===== src/rtl/flappy_pkg.sv =====
// flappy_pkg: constants and types shared by the bird game-logic stage and
// the frame renderer.
//   - game_state_t      : IDLE/PLAYING/DYING/DEAD encoding (matches oState)
//   - fixed-point widths: position unsigned 10.4, velocity signed 11-bit
//   - screen and physics constants (pixels, 1/16 px/frame, frames)
package flappy_pkg;

   typedef enum logic [1:0] {
      IDLE    = 2'd0,
      PLAYING = 2'd1,
      DYING   = 2'd2,
      DEAD    = 2'd3
   } game_state_t;

   localparam int POS_FRAC       = 4;
   localparam int POS_INT_W      = 10;
   localparam int POS_W          = POS_INT_W + POS_FRAC;
   localparam int VEL_W          = 11;
   localparam int SCORE_W        = 16;
   localparam int RCNT_W         = 6;

   localparam int SCREEN_HEIGHT  = 480;
   localparam int BIRD_HEIGHT    = 24;
   localparam int START_Y        = 228;
   localparam int FLOOR_Y        = 400;
   localparam int GRAVITY        = 6;
   localparam int FLAP_IMPULSE   = 96;
   localparam int MAX_FALL       = 160;
   localparam int RESTART_FRAMES = 60;
   localparam int SCORE_MAX      = 999;

   localparam logic [POS_W-1:0] START_POS = POS_W'(START_Y << POS_FRAC);
   // Lowest allowed top edge: bird bottom sits exactly on the ground line.
   localparam logic [POS_W-1:0] FLOOR_POS = POS_W'((FLOOR_Y - BIRD_HEIGHT) << POS_FRAC);
   localparam logic [VEL_W-1:0] VEL_FLAP  = VEL_W'(-FLAP_IMPULSE);
   localparam logic [VEL_W-1:0] VEL_MAX   = VEL_W'(MAX_FALL);

   function automatic logic [SCORE_W-1:0] score_inc(input logic [SCORE_W-1:0] s);
      return (s >= SCORE_W'(SCORE_MAX)) ? s : s + SCORE_W'(1);
   endfunction

endpackage


===== src/rtl/frame_event_latch.sv =====
// frame_event_latch: rising-edge detect plus a pending bit per channel.
// A pending bit is set by a rising edge and cleared by tick; event_now is
// what the tick in this cycle should act on, so an edge landing in the
// tick cycle is consumed by that tick and several edges in one frame
// collapse into one event.
// Ports:
//   clk, rst   : clock, synchronous active-high reset
//   tick       : frame tick, consumes pending events
//   level[N]   : input levels (button level or one-cycle pulses)
//   event_now[N]: pending-or-rising, valid in the tick cycle
module frame_event_latch #(
   parameter int N = 3
) (
   input  logic         clk,
   input  logic         rst,
   input  logic         tick,
   input  logic [N-1:0] level,
   output logic [N-1:0] event_now
);

   logic [N-1:0] prev;
   logic [N-1:0] pending;
   logic [N-1:0] rise;

   assign rise      = level & ~prev;
   assign event_now = pending | rise;

   always_ff @(posedge clk) begin
      // prev tracks the level through reset so a button held across
      // reset does not appear as a fresh edge.
      prev <= level;
      if (rst)
         pending <= '0;
      else if (tick)
         pending <= '0;
      else
         pending <= pending | rise;
   end

endmodule


===== src/rtl/bird_physics_controller.sv =====
// bird_physics_controller: game state machine, bird vertical physics and
// score counter. Everything advances only on iFrameTick; outputs are
// registered and hold for the whole frame.
// Ports:
//   iClock, iReset : clock, synchronous active-high reset
//   iFrameTick     : one-cycle pulse at start of frame
//   iFlap          : flap button level (synchronised)
//   iPipePassed    : pulse when a pipe is cleared
//   iHit           : pulse on pipe collision
//   oBirdY[10]     : bird top-edge Y, integer pixels
//   oScore[16]     : score, saturates at 999
//   oState[2]      : IDLE=0 PLAYING=1 DYING=2 DEAD=3
//   oGameOver      : high in DEAD
// Optional feature macro BIRD_IDLE_BOB_EN: in IDLE the bird bobs in a
// +/-4 px triangle around START_Y, one pixel every 4 ticks.
module bird_physics_controller (
   input  logic        iClock,
   input  logic        iReset,
   input  logic        iFrameTick,
   input  logic        iFlap,
   input  logic        iPipePassed,
   input  logic        iHit,
   output logic [9:0]  oBirdY,
   output logic [15:0] oScore,
   output logic [1:0]  oState,
   output logic        oGameOver
);
   import flappy_pkg::*;

   logic [2:0] ev;
   logic       flap, pass, hit;

   frame_event_latch #(.N(3)) u_events (
      .clk       (iClock),
      .rst       (iReset),
      .tick      (iFrameTick),
      .level     ({iHit, iPipePassed, iFlap}),
      .event_now (ev)
   );
   assign flap = ev[0];
   assign pass = ev[1];
   assign hit  = ev[2];

   game_state_t                state, state_n;
   logic [POS_W-1:0]           pos, pos_n;
   logic [VEL_W-1:0]           vel, vel_n, vel_new, vel_fall;
   logic [VEL_W:0]             vel_g;
   logic [POS_W+1:0]           sum;
   logic [SCORE_W-1:0]         score, score_n;
   logic [RCNT_W-1:0]          rcnt, rcnt_n;
   logic [POS_INT_W-1:0]       y, y_n;
   logic                       integrate;

`ifdef BIRD_IDLE_BOB_EN
   logic [4:0] phase, phase_n;
   logic       bob_dir, bob_dir_n;
   logic [2:0] bob_step;
   logic [3:0] bob_off;
`endif

   // Gravity with terminal-velocity clamp; vel stays within [-96,160] so a
   // one-bit extension is enough to avoid wrap.
   assign vel_g    = {vel[VEL_W-1], vel} + (VEL_W+1)'(GRAVITY);
   assign vel_fall = (!vel_g[VEL_W] && (vel_g[VEL_W-1:0] > VEL_MAX)) ? VEL_MAX : vel_g[VEL_W-1:0];

   always_comb begin
      state_n   = state;
      pos_n     = pos;
      vel_n     = vel;
      score_n   = score;
      rcnt_n    = rcnt;
      integrate = 1'b0;
      vel_new   = vel_fall;
      sum       = '0;

      if (iFrameTick) begin
         unique case (state)
            IDLE: begin
               pos_n = START_POS;
               vel_n = '0;
               if (flap) begin
                  integrate = 1'b1;
                  vel_new   = VEL_FLAP;
                  state_n   = PLAYING;
               end
            end
            PLAYING: begin
               integrate = 1'b1;
               vel_new   = flap ? VEL_FLAP : vel_fall;
               if (pass) score_n = score_inc(score);
               if (hit)  state_n = DYING;
            end
            DYING: begin
               integrate = 1'b1;
               vel_new   = vel_fall;
            end
            DEAD: begin
               if (rcnt == RCNT_W'(RESTART_FRAMES)) begin
                  if (flap) begin
                     state_n = IDLE;
                     score_n = '0;
                     pos_n   = START_POS;
                     vel_n   = '0;
                     rcnt_n  = '0;
                  end
               end else begin
                  rcnt_n = rcnt + RCNT_W'(1);
               end
            end
            default: state_n = IDLE;
         endcase

         if (integrate) begin
            sum = {2'b00, pos} + {{(POS_W+2-VEL_W){vel_new[VEL_W-1]}}, vel_new};
            if (sum[POS_W+1]) begin
               // Above the ceiling: pin to the top and kill the upward motion.
               pos_n = '0;
               vel_n = '0;
            end else if (sum >= (POS_W+2)'(FLOOR_POS)) begin
               // Floor wins over a same-frame hit.
               pos_n   = FLOOR_POS;
               vel_n   = '0;
               state_n = DEAD;
            end else begin
               pos_n = sum[POS_W-1:0];
               vel_n = vel_new;
            end
         end
      end

      y_n = pos_n[POS_W-1:POS_FRAC];
`ifdef BIRD_IDLE_BOB_EN
      phase_n   = phase;
      bob_dir_n = bob_dir;
      if (state_n != IDLE) begin
         phase_n   = '0;
         bob_dir_n = 1'b0;
      end else if (iFrameTick) begin
         phase_n = phase + 5'd1;
         if (phase == 5'd31) bob_dir_n = ~bob_dir;
      end
      // 0,1,2,3,4,3,2,1 over one phase wrap; direction flips each wrap.
      bob_step = phase_n[4:2];
      bob_off  = bob_step[2] ? (4'd8 - {1'b0, bob_step}) : {1'b0, bob_step};
      if (state_n == IDLE)
         y_n = bob_dir_n ? POS_INT_W'(START_Y) - POS_INT_W'(bob_off)
                         : POS_INT_W'(START_Y) + POS_INT_W'(bob_off);
`endif
   end

   always_ff @(posedge iClock) begin
      if (iReset) begin
         state <= IDLE;
         pos   <= START_POS;
         vel   <= '0;
         score <= '0;
         rcnt  <= '0;
         y     <= POS_INT_W'(START_Y);
`ifdef BIRD_IDLE_BOB_EN
         phase   <= '0;
         bob_dir <= 1'b0;
`endif
      end else begin
         state <= state_n;
         pos   <= pos_n;
         vel   <= vel_n;
         score <= score_n;
         rcnt  <= rcnt_n;
         y     <= y_n;
`ifdef BIRD_IDLE_BOB_EN
         phase   <= phase_n;
         bob_dir <= bob_dir_n;
`endif
      end
   end

   assign oBirdY    = y;
   assign oScore    = score;
   assign oState    = state;
   assign oGameOver = (state == DEAD);

endmodule

===== config.mk =====
export PLATFORM = sky130hd
export DESIGN_NAME = bird_physics_controller
export DESIGN_NICKNAME = d
export VERILOG_FILES = /design/src/rtl/flappy_pkg.sv /design/src/rtl/frame_event_latch.sv /design/src/rtl/bird_physics_controller.sv
export SDC_FILE = /design/constraint.sdc
export NUM_CORES = 1
export LEC_CHECK = 0
export ABC_CLOCK_PERIOD_IN_PS = 4000
export BUFFER_PORTS_ARGS = -buffer_cell sky130_fd_sc_hd__buf_2
export CAP_MARGIN = 10
export CORE_MARGIN = 4
export CORE_UTILIZATION = 52
export CTS_CLUSTER_DIAMETER = 100
export DETAILED_ROUTE_END_ITERATION = 12
export PLACE_DENSITY = 0.74
export SYNTH_ARGS = -nofsm -noshare
export SYNTH_HDL_FRONTEND = slang
export SYNTH_SLANG_ARGS = --single-unit

===== constraint.sdc =====
create_clock -name iClock -period 4 [get_ports iClock]
set_input_delay 0.6 -clock iClock [delete_from_list [all_inputs] [get_ports iClock]]
set_output_delay 0.6 -clock iClock [all_outputs]
set_load 0.01 [all_outputs]

==> flow_summary.json, run 1 <==
{
  "status": "finished with violations",
  "failed_checks": "negative setup slack",
  "remaining_drc_errors": 0,
  "grt_first_pass_wirelength_mm": 17.6,
  "num_vias": 3803,
  "die_area_um2": 8540,
  "crit_end": "vel[6]",
  "final_net_count": 573,
  "dp_hpwl_mm": 7.36,
  "rsz0062_at_grt": "true",
  "crit_path_end_kind": "register",
  "total_power_w": 0.00312,
  "ir_drop_uv": 498,
  "drv_cap": 0,
  "fillers": 540,
  "synth_top_cell_area_share_pct": 29.7,
  "cts_tree": "yes",
  "crit_start": "vel[1]",
  "max_freq_ghz": 0.232,
  "ctsHoldBuffers": 0,
  "synth_common_cells": "55 x dfxtp_1, 51 x nor2_1, 32 x nand2_1, 28 x a21oi_1, 25 x ha_1",
  "multi_input_area_um2": 2760,
  "pin_count": 35,
  "final-setup-viol-count": 24,
  "maxSlewHeadroom_pct": 57.7,
  "r2r-end": "vel[6]",
  "synth_simple_gate_area_share_pct": 21.3,
  "clockBufferDepth": 2,
  "powerDensity_nw_per_um2": 635,
  "path_class": "reg2reg",
  "postSynth.asyncResetShare_pct": 0,
  "grt_pass1_vias": 3689,
  "coreArea_um2": 6870,
  "reg2reg_depth": 20,
  "synth_mux_area_share_pct": 1.11,
  "globalRouteOverflowTotal": 0,
  "period_share_pct": 108,
  "clock_tree.root_cell": "clkbuf_8",
  "synth-edff-count": 0,
  "finalHoldViolCount": 0,
  "r2r_slack_ns": -0.30,
  "crit_fanout": 6,
  "start_util_pct": 54.0,
  "setup_slack_ns": -0.303,
  "syn_nets": 486,
  "post_dp_cell_area_um2": 4320,
  "ys_types": 70,
  "ys.flop_type": "dfxtp_1",
  "antenna_found_initial": 0,
  "clock_skew_ns": 0.00444,
  "register_area_um2": 1110,
  "insertion_delay_ns": 0.32,
  "yosysTopAreaCell": "dfxtp_1",
  "synth_most_common_cell": "dfxtp_1",
  "grt_use_total_pct": 24.9,
  "synth-xor-area-share_pct": 6.11,
  "drtPass1Iterations": 5,
  "regToRegStartpoint": "vel[1]",
  "vias_per_cell": 5.96,
  "yosysSeqAreaShare_pct": 29.7,
  "drt_wl_total_mm": 10.9,
  "num_rows": 30,
  "cp.required_ns": 4.27,
  "tightest_slew_ns": 0.635,
  "p_leak_nw": 1.97,
  "hold_depth": 1,
  "yosys_warnings": 0,
  "port_buffers": 34,
  "postLayoutCellArea_um2": 4910,
  "die_w_um": 92.4,
  "place.gp.congestion": 0.938,
  "synth_fa_ha_area_share_pct": 8.98,
  "crit_arrival_ns": 4.57,
  "htreeDepth": 2,
  "min_path_type": "in2reg",
  "cts_sinks": 55,
  "synth_cells": 454,
  "synth_area_leaders": "dfxtp_1 30%, ha_1 8.4%, nor2_1 5.2%, a21oi_1 3.8%, nand2_1 3.2%",
  "drtIter0Drc": 238,
  "startpoint_type": "register",
  "die_y_um": 92.4,
  "antenna_cells": 0,
  "synth_top_family_by_area": "compound AO/OA/AOI/OAI gates",
  "drtAntennaViolNets": 0,
  "synth-seq-cells": 55,
  "fin_tns_setup_ns": -4.65,
  "layout-drive-gt1-share_pct": 35.2,
  "synth_compound_area_share_pct": 25.9,
  "numCtsBuffers": 5,
  "synth.avg_cell_area_um2": 8.17,
  "syn_area_um2": 3710,
  "clkTransAtPathRegs_ns": 0.11,
  "period_minus_slack_ns": 4.30,
  "area_delta_synth_final_pct": 32.5,
  "grt_max_degree": 27,
  "wire_per_inst_um": 17.0,
  "finalMaxSlewViolations": 0
}
==> metal layers <==
metal,global-route usage (%),vias up,part of all wire [%]
met5,0,-,0
met4,9.16,0,3.3
met3,3.57,35,4.8
met2,43.5,141,50
met1,31.0,1819,42
li1,-,1808,-
==> through the flow <==
| step | cells | setup slack, ns | hold slack (ns) | utilization [%] |
|---|---|---|---|---|
| after floorplan | 454 | -0.0301 | 0.450 | - |
| after global placement | 616 | -0.232 | 0.433 | 62.9 |
| after detailed placement | 616 | -0.449 | 0.447 | 62.9 |
| after CTS | 635 | -0.179 | 0.385 | 69.6 |
| after global routing | 638 | -0.502 | 0.380 | 71.5 |
| final | 638 | -0.303 | 0.392 | 71.5 |
==> cell families after synthesis <==
family / count (synthesis)
compound gates: 128
xor+xnor: 25
fa+ha+maj: 26
simple gates: 164
buf+inv: 52
mux: 4
flops: 55
==> area by class of cell <==
| class | count | share of cell area (%) |
|---|---|---|
| clock buffer | 5 | 1.40 |
| multi-input combinational | 347 | 56.2 |
| sequential | 55 | 22.5 |
| clock inverter | 3 | 0.535 |
| inverter | 24 | 1.83 |
| timing repair buffer | 108 | 15.1 |
| tap | 96 | 2.45 |
==> sequential cells by signal, indices dropped and copies added, names as in the netlist <==
name,flops
oState,2
pos,14
u_events.prev,3
vel,11
u_events.pending,3
rcnt,6
oScore,16
==> cell usage in the layout, fill, tap and decap left out, types with 16 or more instances in the layout <==
cell type  count
dfxtp_1       53
nor3_1        17
buf_2         34
nand3_1       16
inv_1         20
a21oi_1       24
buf_4         70
nand2_1       29
nor2_1        45
ha_1          20
==> where the power goes <==
| group | internal [W] | switching (W) |
|---|---|---|
| clock network | 0.000129 | 0.000198 |
| registers | 0.000609 | 0.0000620 |
| logic | 0.000929 | 0.00119 |
==> worst min path at each step <==
stage                     slack, ns        from                to
after CTS                      0.38       iFlap  u_events.prev[0]
after global routing           0.38       iFlap  u_events.prev[0]
after detailed placement       0.45  oScore[11]        oScore[11]
after global placement         0.43  oScore[11]        oScore[11]
final                          0.39       iFlap  u_events.prev[0]
after floorplan                0.45     pos[12]           pos[12]
==> critical path, cell delays in order (launching register included) <==
cell and delay [ns]:
dfxtp_4 0.36, inv_2 0.06, ha_4 0.14, and4b_2 0.29, nor2_1 0.11, mux2i_1 0.09
o31ai_2 0.29, nand3_2 0.20, buf_4 0.23, a21oi_2 0.19, ha_4 0.25, o21ai_1 0.13
buf_4 0.16, a2111oi_4 0.05, or3_4 0.43, xor2_4 0.18, a32oi_4 0.29, o2111ai_4 0.20
buf_6 0.20, nor3_1 0.25, a211o_1 0.15
==> timing repair <==
action,CTS,global route
resized for setup,60,22
pin swaps,14,11
setup endpoints to repair,26,26
gates cloned,1,0
buffers inserted,10,3
(Power assumes the default switching activity.)
==> inputs of run 2 (changes only) <==
--- a/config.mk
+++ b/config.mk
@@ -7,7 +7,6 @@
 export LEC_CHECK = 0
 export ABC_CLOCK_PERIOD_IN_PS = 4000
 export BUFFER_PORTS_ARGS = -buffer_cell sky130_fd_sc_hd__buf_2
-export CAP_MARGIN = 10
 export CORE_MARGIN = 4
 export CORE_UTILIZATION = 52
 export CTS_CLUSTER_DIAMETER = 100
@@ -16,3 +15,4 @@
 export SYNTH_ARGS = -nofsm -noshare
 export SYNTH_HDL_FRONTEND = slang
 export SYNTH_SLANG_ARGS = --single-unit
+export TNS_END_PERCENT = 30
==> run 2 against run 1 <==
Net effect:
- the flow still finishes with violations (negative setup slack)
- clock power increased by 5%
- maximum frequency increased by 2.2%
- sequential power rose by 1%
- combinational power increased by 5%
- first-iteration DRC count up 26%
- clock skew up 0.0090 ns
- count of clock-buffer cells in the layout did not move
- routed wire length rose by 1.9%
- critical path type unchanged
- largest cell class unchanged
- largest power group unchanged
==> flow_summary.json, run 2 (synthesis results as in run 1) <==
{
  "crit_path_end_kind": "register",
  "die_w_um": 92.4,
  "hold_depth": 1,
  "pin_count": 35,
  "clkTransAtPathRegs_ns": 0.12,
  "reg2reg_depth": 19,
  "post_dp_cell_area_um2": 4390,
  "clock_tree.root_cell": "clkbuf_8",
  "critPathTopFamily": "compound AO/OA/AOI/OAI gates",
  "dp_hpwl_mm": 7.31,
  "min_path_type": "in2reg",
  "r2r_slack_ns": -0.21,
  "drt_wl_total_mm": 11.1,
  "antenna_found_initial": 0,
  "clockBufferDepth": 2,
  "grt_use_total_pct": 24.7,
  "hp-start": "iFlap",
  "die_y_um": 92.4,
  "antenna_cells": 0,
  "total_power_w": 0.00324,
  "remaining_drc_errors": 0,
  "register_area_um2": 1100,
  "path_cells": "inv_2, ha_4, and4b_2, nor2_2, mux2i_1, o31ai_2, nand3_4, o21bai_1, ha_1, and2_4, o211ai_1, o21ba_4, or3_4, a32oi_4, o2111ai_2, buf_6, buf_4, nor4_4, a211o_1",
  "globalRouteOverflowTotal": 0,
  "hold_slack_ns": 0.385,
  "grt_pass1_vias": 3755,
  "cp.required_ns": 4.28,
  "area_delta_synth_final_pct": 35.8,
  "tightest_slew_ns": 1.10,
  "final_net_count": 586,
  "clock_skew_ns": 0.0134,
  "regToRegStartpoint": "vel[1]",
  "num_rows": 30,
  "path_buf_inv": 3,
  "failed_checks": "negative setup slack",
  "postLayoutCellArea_um2": 5030,
  "crit_arrival_ns": 4.49,
  "htreeDepth": 2,
  "layout-drive-gt1-share_pct": 36.8,
  "start_util_pct": 54.0,
  "wire_per_inst_um": 17.0,
  "final-setup-viol-count": 23,
  "powerDensity_nw_per_um2": 644,
  "drtPass1Iterations": 5,
  "crit_slowest_cell": "or3_4",
  "path_class": "reg2reg",
  "coreArea_um2": 6870,
  "vias_per_cell": 5.94,
  "maxSlewHeadroom_pct": 26.1,
  "slowest_delay_ns": 0.39,
  "multi_input_area_um2": 2770,
  "final_common_cell": "buf_4",
  "grt_max_degree": 27,
  "cts_sinks": 55,
  "num_vias": 3868,
  "finalHoldViolCount": 0,
  "final_cell_mix": "78 x buf_4, 52 x dfxtp_1, 46 x nor2_1, 34 x buf_2, 32 x nand2_1",
  "insertion_delay_ns": 0.32,
  "startpoint_type": "register",
  "crit_fanout": 6,
  "finalMaxSlewViolations": 0,
  "drtIter0Drc": 299,
  "setup_slack_ns": -0.209,
  "drtAntennaViolNets": 0,
  "place.gp.congestion": 1.02,
  "largest_reg_flops": 16,
  "status": "finished with violations",
  "ir_drop_uv": 409,
  "numCtsBuffers": 5,
  "grt_first_pass_wirelength_mm": 17.5,
  "worstHoldEndpoint": "u_events.prev[0]",
  "period_minus_slack_ns": 4.21,
  "fillers": 500,
  "p_leak_nw": 2.03,
  "drv_cap": 0,
  "max_freq_ghz": 0.238,
  "cts_tree": "yes",
  "r2r-end": "vel[6]",
  "period_share_pct": 105,
  "port_buffers": 34,
  "die_area_um2": 8540,
  "rsz0062_at_grt": "true"
}
[run 2: report_power, final]
group          internal (W)  switching [W]
clock              0.000134       0.000213
sequential         0.000608      0.0000721
combinational       0.00102        0.00119
[run 2: metrics by stage]
step | setup TNS [ns] | utilization, % | worst slack, ns | instances
global route | -6.63 | 73.3 | -0.390 | 651
global placement | -4.46 | 63.9 | -0.317 | 628
detailed placement | -8.06 | 63.9 | -0.438 | 628
floorplan | -0.0777 | - | -0.0545 | 454
finish | -2.68 | 73.3 | -0.209 | 651
CTS | -3.32 | 69.1 | -0.206 | 645
[run 2: worst max path at each step]
| stage | start | to | slack (ns) | cells past startpoint |
|---|---|---|---|---|
| 6_report | vel[1] | vel[6] | -0.21 | 19 |
| 5_1_grt | vel[1] | pos[7] | -0.39 | 20 |
| 4_1_cts | vel[1] | oState[0] | -0.21 | 21 |
| 3_5_place_dp | vel[1] | oState[0] | -0.44 | 21 |
| 3_3_place_gp | vel[1] | oState[0] | -0.32 | 21 |
| 2_1_floorplan | vel[2] | vel[6] | -0.05 | 20 |
[run 2: timing repair]
action / in CTS / in global routing
resized for setup: 46 / 41
gates cloned: 1 / 0
setup endpoints to repair: 26 / 26
pin swaps: 13 / 19
hold buffers: 0 / 0
buffers inserted: 8 / 6
[run 2: final cells by class]
type / instances / area share [%]
Clock buffer: 5 / 1.37
Clock inverter: 3 / 0.621
Inverter: 24 / 1.79
Multi-Input combinational cell: 348 / 55.1
Sequential cell: 55 / 21.9
Tap cell: 96 / 2.39
Timing Repair Buffer: 120 / 16.8
[run 2: layer usage]
metal | wire length, um | part of all wire (%) | global-route usage, % | vias to the layer above
met5 | 0 | 0 | 0 | -
met4 | 328 | 3.0 | 8.42 | 0
met2 | 5620 | 51 | 43.4 | 132
met1 | 4610 | 42 | 31.0 | 1869
met3 | 509 | 4.6 | 3.25 | 34
li1 | - | - | - | 1833
==> inputs of run 3 (changes only) <==
--- a/config.mk
+++ b/config.mk
@@ -8,10 +8,9 @@
 export ABC_CLOCK_PERIOD_IN_PS = 4000
 export BUFFER_PORTS_ARGS = -buffer_cell sky130_fd_sc_hd__buf_2
 export CORE_MARGIN = 4
-export CORE_UTILIZATION = 52
+export CORE_UTILIZATION = 42
 export CTS_CLUSTER_DIAMETER = 100
 export DETAILED_ROUTE_END_ITERATION = 12
-export PLACE_DENSITY = 0.74
 export SYNTH_ARGS = -nofsm -noshare
 export SYNTH_HDL_FRONTEND = slang
 export SYNTH_SLANG_ARGS = --single-unit
==> run 3 against run 2 <==
Net effect:
- the run still ends with negative setup slack left
- die area rose by 22%
- cell count rose by 0.77%
- count of clock-buffer cells in the layout did not move
- clock skew fell by 0.0047 ns
- combinational power fell by 4%
- sequential cell count did not move
- sequential share of layout area rose by 0.052 points
- clock power fell by 1%
- worst hold slack improved by 0.0061 ns
- sequential power barely moved
- first-iteration DRC count fell by 44%
- total power fell by 2.9%
==> flow_summary.json, run 3 (synthesis results as in run 1) <==
{
  "drt-met1-wl_mm": 4.57,
  "crit_path_end_kind": "register",
  "clkTransAtPathRegs_ns": 0.11,
  "drt_wl_total_mm": 10.3,
  "fin_tns_setup_ns": -1.20,
  "crit_fanout": 4,
  "num_rows": 34,
  "coreArea_um2": 8640,
  "grt_pass1_vias": 3536,
  "insertion_delay_ns": 0.31,
  "layout-drive-gt1-share_pct": 37.6,
  "vias_per_cell": 5.56,
  "drtAntennaViolNets": 0,
  "start_util_pct": 42.9,
  "crit_arrival_ns": 4.39,
  "drv_cap": 0,
  "tightest_slew_ns": 1.12,
  "htreeDepth": 2,
  "drtPass1Iterations": 5,
  "antenna_found_initial": 0,
  "die_y_um": 102,
  "antenna_cells": 0,
  "clock_tree.root_cell": "clkbuf_8",
  "final_cell_mix": "74 x buf_4, 51 x dfxtp_1, 43 x nor2_1, 34 x buf_2, 32 x nand2_1",
  "setup_slack_ns": -0.154,
  "wire_per_inst_um": 15.6,
  "clockBufferDepth": 2,
  "place.gp.congestion": 0.874,
  "ctsHoldBuffers": 0,
  "die_area_um2": 10400,
  "final-setup-viol-count": 18,
  "final_net_count": 579,
  "dr.max_layer_used": "met4",
  "status": "finished with violations",
  "period_share_pct": 104,
  "rsz0062_at_grt": "true",
  "final_common_cell": "buf_4",
  "path_class": "reg2reg",
  "max_freq_ghz": 0.241,
  "cts_sinks": 55,
  "failed_checks": "negative setup slack",
  "num_vias": 3647,
  "cp.required_ns": 4.23,
  "grt_first_pass_wirelength_mm": 16.9,
  "powerDensity_nw_per_um2": 627,
  "fin_util_pct": 58.2,
  "drtIter0Drc": 167,
  "finalHoldViolCount": 0,
  "area_delta_synth_final_pct": 35.6,
  "globalRouteOverflowTotal": 0,
  "clock_skew_ns": 0.00875,
  "met3_length_um": 468,
  "largest_reg_flops": 16,
  "startpoint_type": "register",
  "finalMaxSlewViolations": 0,
  "ir_drop_uv": 329,
  "remaining_drc_errors": 0,
  "cts_tree": "yes",
  "numCtsBuffers": 5,
  "p_leak_nw": 2.00,
  "pre_cts_slack_ns": -0.315,
  "grt_use_total_pct": 19.8,
  "dp_hpwl_mm": 7.32,
  "min_path_type": "in2reg",
  "grt_max_degree": 27,
  "maxSlewHeadroom_pct": 24.6,
  "port_buffers": 34,
  "die_w_um": 102,
  "period_minus_slack_ns": 4.15,
  "wl_met2_mm": 5.09,
  "total_power_w": 0.00315,
  "hold_slack_ns": 0.392,
  "pin_count": 35
}
[run 3: layout make-up]
type                            instances  area (um^2)
Timing Repair Buffer                  114          793
Multi-Input combinational cell        347         2800
Clock buffer                            5         68.8
Fill cell                             794         3610
Clock inverter                          3         33.8
Sequential cell                        55         1110
Inverter                               24         90.1
Tap cell                              108          135
[run 3: metrics by stage]
stage | area, um^2 | instances
2_1_floorplan | 3710 | 454
3_3_place_gp | 4390 | 639
3_5_place_dp | 4390 | 639
4_1_cts | 4810 | 653
5_1_grt | 5030 | 656
6_report | 5030 | 656
[run 3: critical path: stages (launching register included)]
cell       delay (ns)
dfxtp_2          0.34
inv_2            0.06
ha_4             0.14
and4b_2          0.26
nor2_1           0.10
mux2i_1          0.11
o31ai_2          0.33
nand3_2          0.18
nor2_2           0.14
ha_2             0.19
inv_2            0.04
fa_2             0.39
nand2b_4         0.18
a2111oi_4        0.28
or3_4            0.20
xor2_4           0.16
a32oi_2          0.13
buf_4            0.17
o211ai_4         0.24
o2111ai_2        0.14
a311oi_2         0.27
[run 3: worst paths after layout]
check / start / to / slack, ns / depth (start not counted)
worst min-delay path: iFlap / u_events.prev[0] / 0.39 / 1
worst max-delay path: vel[2] / oState[0] / -0.15 / 20
worst max register to register: vel[2] / oState[0] / -0.15 / 20
worst min register to register: oScore[11] / oScore[11] / 0.46 / 2
[run 3: where the power goes]
group          internal (W)  switching (W)  total (W)
clock              0.000132       0.000209   0.000341
sequential         0.000608      0.0000730   0.000681
combinational       0.00103        0.00110    0.00213
[run 3: routing by layer]
metal | GRT usage (%) | up-vias
li1 | - | 1819
met1 | 26.4 | 1737
met2 | 33.9 | 81
met3 | 3.41 | 10
met4 | 4.24 | 0
met5 | 0 | -
[run 3: timing repair]
action	4_1_cts	5_1_grt
endpoints found under the setup margin	26	26
cloned	0	0
pin swaps	26	19
resized for setup	52	37
setup buffers	6	3
